`config.mk`:
```
export PLATFORM = sky130hd
export DESIGN_NAME = write_port_buffer
export DESIGN_NICKNAME = d
export VERILOG_FILES = /design/src/rtl/write_port_buffer.sv
export SDC_FILE = /design/constraint.sdc
export NUM_CORES = 1
export LEC_CHECK = 0
export ABC_AREA = 1
export CORE_MARGIN = 5
export CORE_UTILIZATION = 52
export CTS_CLUSTER_DIAMETER = 40
export DETAILED_ROUTE_END_ITERATION = 10
export PLACE_DENSITY = 0.84
export SYNTH_ARGS = -nofsm -noshare
export SYNTH_HDL_FRONTEND = slang
export SYNTH_SLANG_ARGS = --single-unit
```
`constraint.sdc`:
```
create_clock -name clock -period 4.1 [get_ports clock]
set_input_delay 0.41 -clock clock [delete_from_list [all_inputs] [get_ports clock]]
set_output_delay 0.41 -clock clock [all_outputs]
set_load 0.03 [all_outputs]
```
`src/rtl/write_port_buffer.sv`:
```
// write_port_buffer: write-side companion to the register-file read port.
// Buffers (index, data) write requests in a small FIFO and drains one per cycle
// onto a registered one-hot write-enable bus for the 32x32 register array.
// Register 0 is hardwired zero, so writes to it handshake but are discarded.
// Optional feature: define WRITE_PORT_BYPASS_EN to enable the combinational
// bypass search of pending entries (otherwise byp_hit/byp_data are tied 0).
module write_port_buffer #(
    parameter int DEPTH  = 2,
    parameter int DATA_W = 32,
    parameter int NREG   = 32
) (
    input  logic              clock,
    input  logic              ctrl_reset,
    input  logic              ctrl_writeEnable,
    input  logic [4:0]        ctrl_writeReg,
    input  logic [DATA_W-1:0] data_writeReg,
    output logic              wr_ready,
    input  logic              drain_stall,
    output logic [NREG-1:0]   reg_we,
    output logic [DATA_W-1:0] reg_wdata,
    output logic              pending,
    output logic              overflow,
    input  logic [4:0]        ctrl_readReg,
    output logic              byp_hit,
    output logic [DATA_W-1:0] byp_data
);

    localparam int PTR_W = $clog2(DEPTH);
    localparam int CNT_W = PTR_W + 1;

    // FIFO storage; contents need no reset because validity comes from count
    logic [4:0]        idx_mem  [DEPTH];
    logic [DATA_W-1:0] data_mem [DEPTH];

    logic [PTR_W-1:0]  wr_ptr_reg, wr_ptr_next;
    logic [PTR_W-1:0]  rd_ptr_reg, rd_ptr_next;
    logic [CNT_W-1:0]  count_reg, count_next;
    logic              overflow_reg, overflow_next;
    logic [NREG-1:0]   reg_we_reg;
    logic [DATA_W-1:0] reg_wdata_reg;

    logic              full;
    logic              push;
    logic              pop;
    logic [4:0]        head_idx;
    logic [DATA_W-1:0] head_data;
    logic [NREG-1:0]   we_decode;

    // Ready is based on current occupancy only: a same-cycle pop does not
    // make room for a push while full.
    assign full      = (count_reg == CNT_W'(DEPTH));
    assign wr_ready  = !full;
    assign pending   = (count_reg != '0);
    assign push      = ctrl_writeEnable && !full && (ctrl_writeReg != 5'd0);
    assign pop       = pending && !drain_stall;
    assign head_idx  = idx_mem[rd_ptr_reg];
    assign head_data = data_mem[rd_ptr_reg];

    assign reg_we    = reg_we_reg;
    assign reg_wdata = reg_wdata_reg;
    assign overflow  = overflow_reg;

    // One-hot decode of the head index; bit 0 can never fire
    assign we_decode[0] = 1'b0;
    generate
        for (genvar gi = 1; gi < NREG; gi++) begin : g_decode
            assign we_decode[gi] = (head_idx == 5'(gi));
        end
    endgenerate

    // Next-state for pointers, occupancy and the sticky overflow flag
    always_comb begin
        wr_ptr_next   = wr_ptr_reg;
        rd_ptr_next   = rd_ptr_reg;
        count_next    = count_reg;
        overflow_next = overflow_reg | (ctrl_writeEnable & full);
        if (push) begin
            wr_ptr_next = wr_ptr_reg + PTR_W'(1);
        end
        if (pop) begin
            rd_ptr_next = rd_ptr_reg + PTR_W'(1);
        end
        case ({push, pop})
            2'b10:   count_next = count_reg + CNT_W'(1);
            2'b01:   count_next = count_reg - CNT_W'(1);
            default: count_next = count_reg;
        endcase
    end

    // FIFO storage write on accepted non-zero-index requests
    always_ff @(posedge clock) begin
        if (push) begin
            idx_mem[wr_ptr_reg]  <= ctrl_writeReg;
            data_mem[wr_ptr_reg] <= data_writeReg;
        end
    end

    // Control state and registered write port; reset kills any in-flight write
    always_ff @(posedge clock or posedge ctrl_reset) begin
        if (ctrl_reset) begin
            wr_ptr_reg    <= '0;
            rd_ptr_reg    <= '0;
            count_reg     <= '0;
            overflow_reg  <= 1'b0;
            reg_we_reg    <= '0;
            reg_wdata_reg <= '0;
        end else begin
            wr_ptr_reg   <= wr_ptr_next;
            rd_ptr_reg   <= rd_ptr_next;
            count_reg    <= count_next;
            overflow_reg <= overflow_next;
            if (pop) begin
                reg_we_reg    <= we_decode;
                reg_wdata_reg <= head_data;
            end else begin
                reg_we_reg    <= '0;
            end
        end
    end

`ifdef WRITE_PORT_BYPASS_EN
    logic [PTR_W-1:0] byp_slot;

    // Scan oldest to youngest so the youngest matching entry wins
    always_comb begin
        byp_hit  = 1'b0;
        byp_data = '0;
        byp_slot = '0;
        for (int i = 0; i < DEPTH; i++) begin
            byp_slot = rd_ptr_reg + PTR_W'(i);
            if ((CNT_W'(i) < count_reg) && (ctrl_readReg != 5'd0) &&
                (idx_mem[byp_slot] == ctrl_readReg)) begin
                byp_hit  = 1'b1;
                byp_data = data_mem[byp_slot];
            end
        end
    end
`else
    logic unused_read_reg;

    assign unused_read_reg = ^ctrl_readReg;
    assign byp_hit         = 1'b0;
    assign byp_data        = '0;
`endif

endmodule

```
==> impl_metrics.json <==
{
  "status": "completed",
  "clock-sinks": 142,
  "yosys.area.top_type": "edfxtp_1",
  "period_needed_ns": 2.22,
  "fin_worst_skew_ns": 0.00773,
  "antenna_found_initial": 0,
  "io_pins": 146,
  "seq_area_frac_synth_pct": 69.2,
  "start_util_pct": 52.8,
  "critPathKind": "register to register",
  "numCtsBuffers": 17,
  "syn_to_final_growth_pct": 27.5,
  "drive_gt1_share_pct": 8.74,
  "slew_viol_final": 0,
  "firstDrtPassIters": 4,
  "synthTopCellsByArea": "edfxtp_1, dfrtp_1, nand2_1",
  "synth_most_common_cell": "nand2_1",
  "crit_family": "buffers and inverters",
  "endpoint_kind": "register",
  "hp-class": "primary input to asynchronous set/reset pin",
  "clock.fmax_ghz": 0.450,
  "grt_overflow": 0,
  "grt_pass1_vias": 3706,
  "grtUsageTotal_pct": 17.4,
  "powerDensity_nw_per_um2": 747,
  "dieArea_um2": 13100,
  "place_ws_ns": 1.51,
  "max_stage_delay_ns": 0.42,
  "synth.avg_cell_area_um2": 11.0,
  "grt_pass1_wl_um": 17600,
  "synth_cell_types": 22,
  "rsz0062_at_grt": "false",
  "cts_htree_levels": 4,
  "hold_buffers": 0,
  "cts_tree": "built",
  "slew-limit-headroom_pct": 27.1,
  "netlist_instances": 518,
  "post-route-util_pct": 67.3,
  "drtIter0Drc": 129,
  "leakage_nw": 3.27,
  "ys_seq_elements": 142,
  "antenna_left": 0,
  "vias": 3653,
  "clockBufferDepth": 2,
  "io_buffers": 106,
  "maxCapViolations": 0,
  "clock_latency_ns": 0.51,
  "crit_buf_inv": 3,
  "core_um2": 10700,
  "worst_setup_path_start_kind": "register",
  "rr_endpoint": "count_reg[1]",
  "dp_cells": 749,
  "instances_no_fill": 781,
  "ir_drop_mv": 0.490,
  "ys_top_cells_by_count": "nand2_1, edfxtp_1, dfrtp_1",
  "die_w_um": 114,
  "critPathArrivalTime_ns": 2.61,
  "num_antenna_cells": 0,
  "viasPerCell": 4.68,
  "synth_edf_count": 74,
  "total_power_mw": 5.41,
  "fp-row-count": 38,
  "fin_crit_sh_pct": 54.2,
  "largest_register_ffs": 64,
  "wirelength_um": 11000,
  "setup_tns_ns": 0,
  "r2r_cells": 8,
  "fin_ws_ns": 1.88,
  "cts_resized": 0,
  "yosys_most_used_dff": "edfxtp_1",
  "place_hpwl_um": 7410,
  "async_flop_share_pct": 47.9,
  "yosys.area.top_type_share_pct": 39.2,
  "synthesis.area_um2": 5670,
  "cts.clk_slew.worst_paths_ns": 0.06,
  "yosys_warnings": 0,
  "worst_slew_pin_slew_ns": 1.09,
  "nets": 675,
  "path_max_fanout": 36,
  "wl_per_cell_um": 14.0,
  "drc_errors": 0,
  "crit-reg2reg-launch": "count_reg[0]",
  "crit_chain": "inv_2, nand2_4, nand2_4, inv_2, ha_1, inv_1, nand3_1, xor2_1",
  "die_h_um": 114,
  "post_cts_buffers": 0,
  "gp_congestion": 0.803,
  "grt_start_max_net_pins": 45,
  "timing.final.hold_violations": 0,
  "setup_viol_count_final": 0,
  "cts-root-buf": "clkbuf_8",
  "ff2ff_setup_slack_ns": 1.88,
  "crit_slowest_cell": "ha_1",
  "cp.required_ns": 4.49
}
through the flow:
stage / instance area, um2 / hold slack (ns)
detailed placement: 6680 / 0.459
global route: 7230 / 0.454
floorplan: 5800 / 0.442
global placement: 6680 / 0.457
CTS: 7230 / 0.423
finish: 7230 / 0.419
placed cells by master (no fill, tap or decap), types with 3 or more instances in the layout:
master           Yosys  layout
nand2_1            234     234
clkdlybuf4s50_1      0     106
edfxtp_1            74      74
dfrtp_1             68      68
nor2_1              35      34
conb_1               1      34
inv_1               22      21
clkbuf_16            0      16
nand2_4              7       7
nor2_4               6       7
inv_2                4       5
clkinvlp_4           0       5
clkbuf_1             0       4
nor2_2               3       3
nand2_2              3       3
buf_4               37       3
kinds of logic (layout without fill, tap and decap cells):
group	after synthesis	after routing	synth area share, %
and+or+nand+nor	291	291	21.3
other	1	34	0.0661
buffers and inverters	78	168	8.51
AOI/OAI and AO/OA	2	2	0.221
adders and majority gates	1	1	0.221
DFF	142	142	69.2
xor gates and xnor gates	3	3	0.463
power by group:
part | internal (mW) | switching (mW)
Sequential | 1.90 | 0.156
Combinational | 0.641 | 1.31
Clock | 0.860 | 0.536
area by class of cell:
cell class	instances	area, um2
clock buffer	21	429
inverter	27	104
fill	797	3510
sequential	142	3920
multi-input combinational	331	1400
clock inverter	11	120
tap	140	175
timing repair buffer	109	1080
worst max-delay path by stage:
stage,startpoint,cells after the start,end,slack (ns)
3_3_place_gp,drain_stall,8,count_reg[1],1.57
5_1_grt,count_reg[0],8,count_reg[1],1.69
4_1_cts,count_reg[0],8,count_reg[1],1.86
3_5_place_dp,drain_stall,8,count_reg[1],1.51
6_report,count_reg[0],8,count_reg[1],1.88
2_1_floorplan,count_reg[0],4,data_mem[1][0],1.40
routing by layer:
layer	global-route usage [%]	part of all wire (%)	up-vias
met1	20.6	38	1736
met4	5.62	0.70	0
met2	29.8	53	142
li1	-	-	1767
met3	5.81	8.7	8
met5	0	0	-
Note: power is estimated with default switching activity, not from simulation.
==> edit 1, RTL diff (config.mk and constraints unchanged) <==
Add a define of `WRITE_PORT_BYPASS_EN`.
--- a/src/rtl/write_port_buffer.sv
+++ b/src/rtl/write_port_buffer.sv
@@ -4,6 +4,8 @@
 // Register 0 is hardwired zero, so writes to it handshake but are discarded.
 // Optional feature: define WRITE_PORT_BYPASS_EN to enable the combinational
 // bypass search of pending entries (otherwise byp_hit/byp_data are tied 0).
+`define WRITE_PORT_BYPASS_EN
+
 module write_port_buffer #(
     parameter int DEPTH  = 2,
     parameter int DATA_W = 32,
Formal check against the unedited RTL: not equivalent (Yosys sat finds a counterexample within 4 cycles, from zero or initial values and one cycle with ctrl_reset high).
==> edit 1 against the unedited design <==
Register-to-register slack got worse by 0.14 ns. Area after synthesis increased by 14%. Clock skew decreased by 0.00057 ns. Design area increased by 19%. Sequential cell count unchanged. First-iteration DRC count increased to 4.3 times the old value. Power increased by 12%. Routed wire length increased by 56%. Worst setup slack got worse by 1.6 ns. Cell count increased by 32%. Combinational power increased by 29%. Critical path type is now reg2out. Largest cell class unchanged. Highest routed layer unchanged.
==> edit 1: results (changes against the unedited design) <==
stage	metric	value	unit	change
global_route	largest net degree at the start of global routing	78		+73%
pwr	VDD IR max	0.439	mV	-10%
routing	First-pass DRT Iterations	5		+1
global_route	gr usage total	23.3	%	+5.9 points
critical_path	Crit path largest cell delay	0.67	ns	+0.25 ns
critical_path	Worst EP arrival	3.41	ns	+0.80 ns
sta	Max-slew headroom	44.9	%	+18 points
synthesis	YS warnings	0		unchanged
worst_hold_path	Hold Crit Class	in2async		
synthesis	Seq/Total Area, Yosys	60.9	%	-8.2 points
global_route	initial antenna violation count	1		+1
layout	nets	896		+33%
synthesis	Mapped Cells	711		+37%
sta	Hold WS	0.281	ns	-0.138 ns
placement	dpl cells	994		+33%
synthesis	FFs w/ async S/R, synth	47.9	%	unchanged
synthesis	most frequent cells after synthesis	nand2_1, edfxtp_1, dfrtp_1		
pwr	P_leak	0.00383	uW	+17%
routing	drt wl/cell	16.7	um	+19%
placement	pre-CTS setup slack	0.516	ns	-0.990 ns
critical_path	crit-path max FO	37		+2.8%
global_route	GRT overflow	0		unchanged
synthesis	number of synthesized flops with an enable pin	74		unchanged
routing	final WL	17100	um	+56%
placement	Buffers on Ports	144		+36%
layout	max reg flops	64		unchanged
clock_network	CTS buffer count	17		unchanged
status	status	complete, no violations		
critical_path	Critical-path top delay cell	clkdlybuf4s50_1		
routing	vias per cell	5.33		+14%
clock_network	Root Buffer	clkbuf_16		
clock_network	clock buffer depth	2		unchanged
critical_path	r2r setup slk	1.74	ns	-0.14 ns
sta	Worst Skew	0.00716	ns	-0.000572 ns
layout	share of post-route cells with drive strength above 1	7.10	%	-1.6 points
critical_path	CP top delay family	simple AND/OR/NAND/NOR gates		
clock_network	Skew-Pair Late Insertion Delay	0.41	ns	-0.10 ns
placement	placed cell areas	7990	sq um	+20%
placement	Placer Congestion	0.804		+0.17%
global_route	vias in the first global route	5564		+50%
synthesis	Area contributors post-synth	edfxtp_1, dfrtp_1, nand2_1, o21ai_0, nand3_1		
placement	HPWL Detailed	11200	um	+51%
synthesis	Post-Syn Nets	761		
global_route	first-pass GRT wire length	26800	um	+52%
routing	Iter 0 DRT Violations	558		+330%
clock_network	post-CTS setup buffer count	0		unchanged
synthesis	Synth Flop Type	edfxtp_1		
synthesis	Cell variety after synth	26		+18%
clock_network	H-tree levels	4		unchanged
clock_network	clk slew on worst S/H paths	0.06	ns	about the same
-- edit 1: report_power, final --
group	internal (uW)	switching (uW)	total (uW)
sequential	1890	170	2060
combinational	782	1730	2520
clock	893	587	1480
-- edit 1: repair_timing --
action	CTS	global route
hold endpoints to repair	0	0
resized for setup	0	2
setup endpoints to repair	0	29
-- edit 1: cell families after synthesis --
kind of cell    after synthesis  synth area share, %
fa+ha+maj                     4                0.777
other cells                   1               0.0582
flops                       142                 60.9
buf+inv                      97                 6.51
xor+xnor                      4                0.544
compound gates               67                 5.24
simple gates                396                 26.0
-- edit 1: cell type report --
class | count | area (sq um)
Tap cell | 168 | 210
Clock buffer | 21 | 472
Sequential cell | 142 | 3930
Antenna cell | 1 | 2.50
Inverter | 57 | 214
Fill cell | 889 | 3480
Timing Repair Buffer | 155 | 1520
Clock inverter | 11 | 100
Multi-Input combinational cell | 473 | 2140
-- edit 1: final timing paths --
check	start	to	cells past startpoint
min reg2reg	reg_wdata[17]	reg_wdata[17]	2
min	ctrl_reset	reg_wdata[23]	2
max reg2reg	count_reg[0]	data_mem[1][26]	6
min in group clock	reg_wdata[17]	reg_wdata[17]	2
max in group asynchronous	ctrl_reset	rd_ptr_reg	3
max	rd_ptr_reg	byp_data[17]	10
-- edit 1: worst register-to-register path: stages (launching register included) --
cell and delay, ns:
dfrtp_1 0.39, inv_1 0.08, ha_1 0.21, inv_1 0.07
nand3_1 0.25, nor2_4 0.72, buf_4 0.36
-- edit 1: per-layer routing --
metal | global-route usage, % | up-vias | share of wire (%)
met1 | 26.7 | 2568 | 38
li1 | - | 2601 | -
met3 | 4.90 | 36 | 8.4
met5 | 0 | - | 0
met4 | 10.9 | 0 | 2.2
met2 | 41.4 | 278 | 51
==> edit 2, RTL diff (same settings) <==
Without the edit above. Put one more register stage on the output `overflow`, without a reset. The value now appears one clock later. The other outputs are not delayed to match.
--- a/src/rtl/write_port_buffer.sv
+++ b/src/rtl/write_port_buffer.sv
@@ -58,7 +58,9 @@
 
     assign reg_we    = reg_we_reg;
     assign reg_wdata = reg_wdata_reg;
-    assign overflow  = overflow_reg;
+    always_ff @(posedge clock) begin
+        overflow <= overflow_reg;
+    end
 
     // One-hot decode of the head index; bit 0 can never fire
     assign we_decode[0] = 1'b0;
Function: changed (Yosys sat finds a counterexample within 4 cycles, from zero or initial values and one cycle with ctrl_reset high).
==> edit 2 against the unedited design <==
Sequential cell count rose by 1. Sequential share of layout area fell by 0.30 points. Routed wire length rose by 7.2%. Worst setup slack got worse by 0.0050 ns. Design area rose by 1.1%. Power rose by 3.6%. Clock skew rose by 0.0020 ns. Via count rose by 3.1%. Global-route usage rose by 1.9 points. Area after synthesis rose by 0.35%. Cell count rose by 0.13%. Die area rose by 0.31%. Largest cell class unchanged.
==> edit 2: results (changes against the unedited design) <==
stage	metric	value	unit	change
status	status	complete, no violations		
global_route	largest net degree at the start of global routing	44		-2.2%
routing	Iter 0 DRT Violations	171		+33%
clock_network	clock buffer depth	2		unchanged
pwr	P_leak	0.00332	uW	+1.4%
layout	Layout clock area frac	8.30	%	+0.71 points
critical_path	Crit path largest cell delay	0.57	ns	+0.15 ns
global_route	first-pass GRT wire length	19100	um	+8.7%
worst_hold_path	Hold Crit Class	reg2reg		
synthesis	Syn Area/Cell	11.0	sq um	+0.16%
routing	final WL	11700	um	+7.2%
layout	Reg area	3940	sq um	+0.51%
sta	Worst Skew	0.00976	ns	+0.00203 ns
placement	Placer Congestion	0.792		-1.3%
layout	fraction of area in registers	53.9	%	-0.30 points
global_route	gr usage total	19.3	%	+1.9 points
synthesis	Area contributors post-synth	edfxtp_1, dfrtp_1, nand2_1, buf_4, nor2_1		
placement	dpl cells	750		+0.13%
placement	HPWL Detailed	7790	um	+5.2%
synthesis	FFs w/ async S/R, synth	47.6	%	-0.33 points
floorplanning	die span in x	115	um	+0.16%
layout	fillers	764		-4.1%
layout	share of post-route cells with drive strength above 1	9.50	%	+0.77 points
layout	Layout non-clock buf frac	14.8	%	-0.16 points
global_route	GR Util met3	7.29	%	+1.5 points
global_route	initial antenna violation count	0		unchanged
placement	pre-CTS setup slack	1.53	ns	+0.0193 ns
placement	Buffers on Ports	106		unchanged
clock_network	clk slew on worst S/H paths	0.06	ns	about the same
layout	nets	676		+0.15%
synthesis	xor/xnor share of the synthesized area	0.462	%	-0.0016 points
layout	CLK BUF	18		-14%
routing	drt wl/cell	15.0	um	+7.0%
placement	placed cell areas	6700	sq um	+0.30%
synthesis	Cell variety after synth	23		+4.5%
sta	Max-slew headroom	27.5	%	+0.39 points
layout	multi-input combinational area share	19.1	%	-0.21 points
global_route	met2 GRT Util	32.9	%	+3.1 points
layout	buffers outside the clock class	109		unchanged
global_route	vias in the first global route	4051		+9.3%
sta	Hold WS	0.372	ns	-0.0479 ns
global_route	GR Util met1	21.0	%	+0.36 points
layout	Seq cells	143		+0.70%
routing	met1 wire length	4250	um	+3.0%
pwr	Int Pwr	3510	uW	+3.0%
synthesis	Adder-Cell Fraction of Synth Area	0.220	%	-0.00078 points
pwr	VDD IR max	0.464	mV	-5.2%
synthesis	post-synthesis compound-gate area fraction	0.220	%	-0.00078 points
routing	vias per cell	4.82		+3.0%
routing	metal3 WL	1090	um	+14%
critical_path	Worst EP arrival	2.63	ns	+0.02 ns
[edit 2: worst register-to-register path, cell delays in order, from the launching register on]
cell	delay [ns]
dfrtp_1	0.40
inv_2	0.08
nand2_4	0.08
nand2_4	0.27
inv_2	0.58
ha_1	0.38
inv_1	0.07
nand3_1	0.10
xor2_1	0.16
[edit 2: cells by family after synthesis]
| group | Yosys count |
|---|---|
| AO/OA/AOI/OAI | 2 |
| AND/OR/NAND/NOR | 291 |
| other | 1 |
| flip-flops | 143 |
| buffers and inverters | 78 |
| XOR/XNOR | 3 |
| adder cells (fa/ha/maj) | 1 |
[edit 2: power groups by stage]
stage / Sequential, uW / Combinational [uW] / Clock [uW]
3_3_place_gp: 2080 / 1890 / 0
3_5_place_dp: 2100 / 1960 / 0
4_1_cts: 2080 / 1990 / 1580
2_1_floorplan: 2430 / 1020 / 0
5_1_grt: 2120 / 2150 / 1650
6_report: 2080 / 1970 / 1560
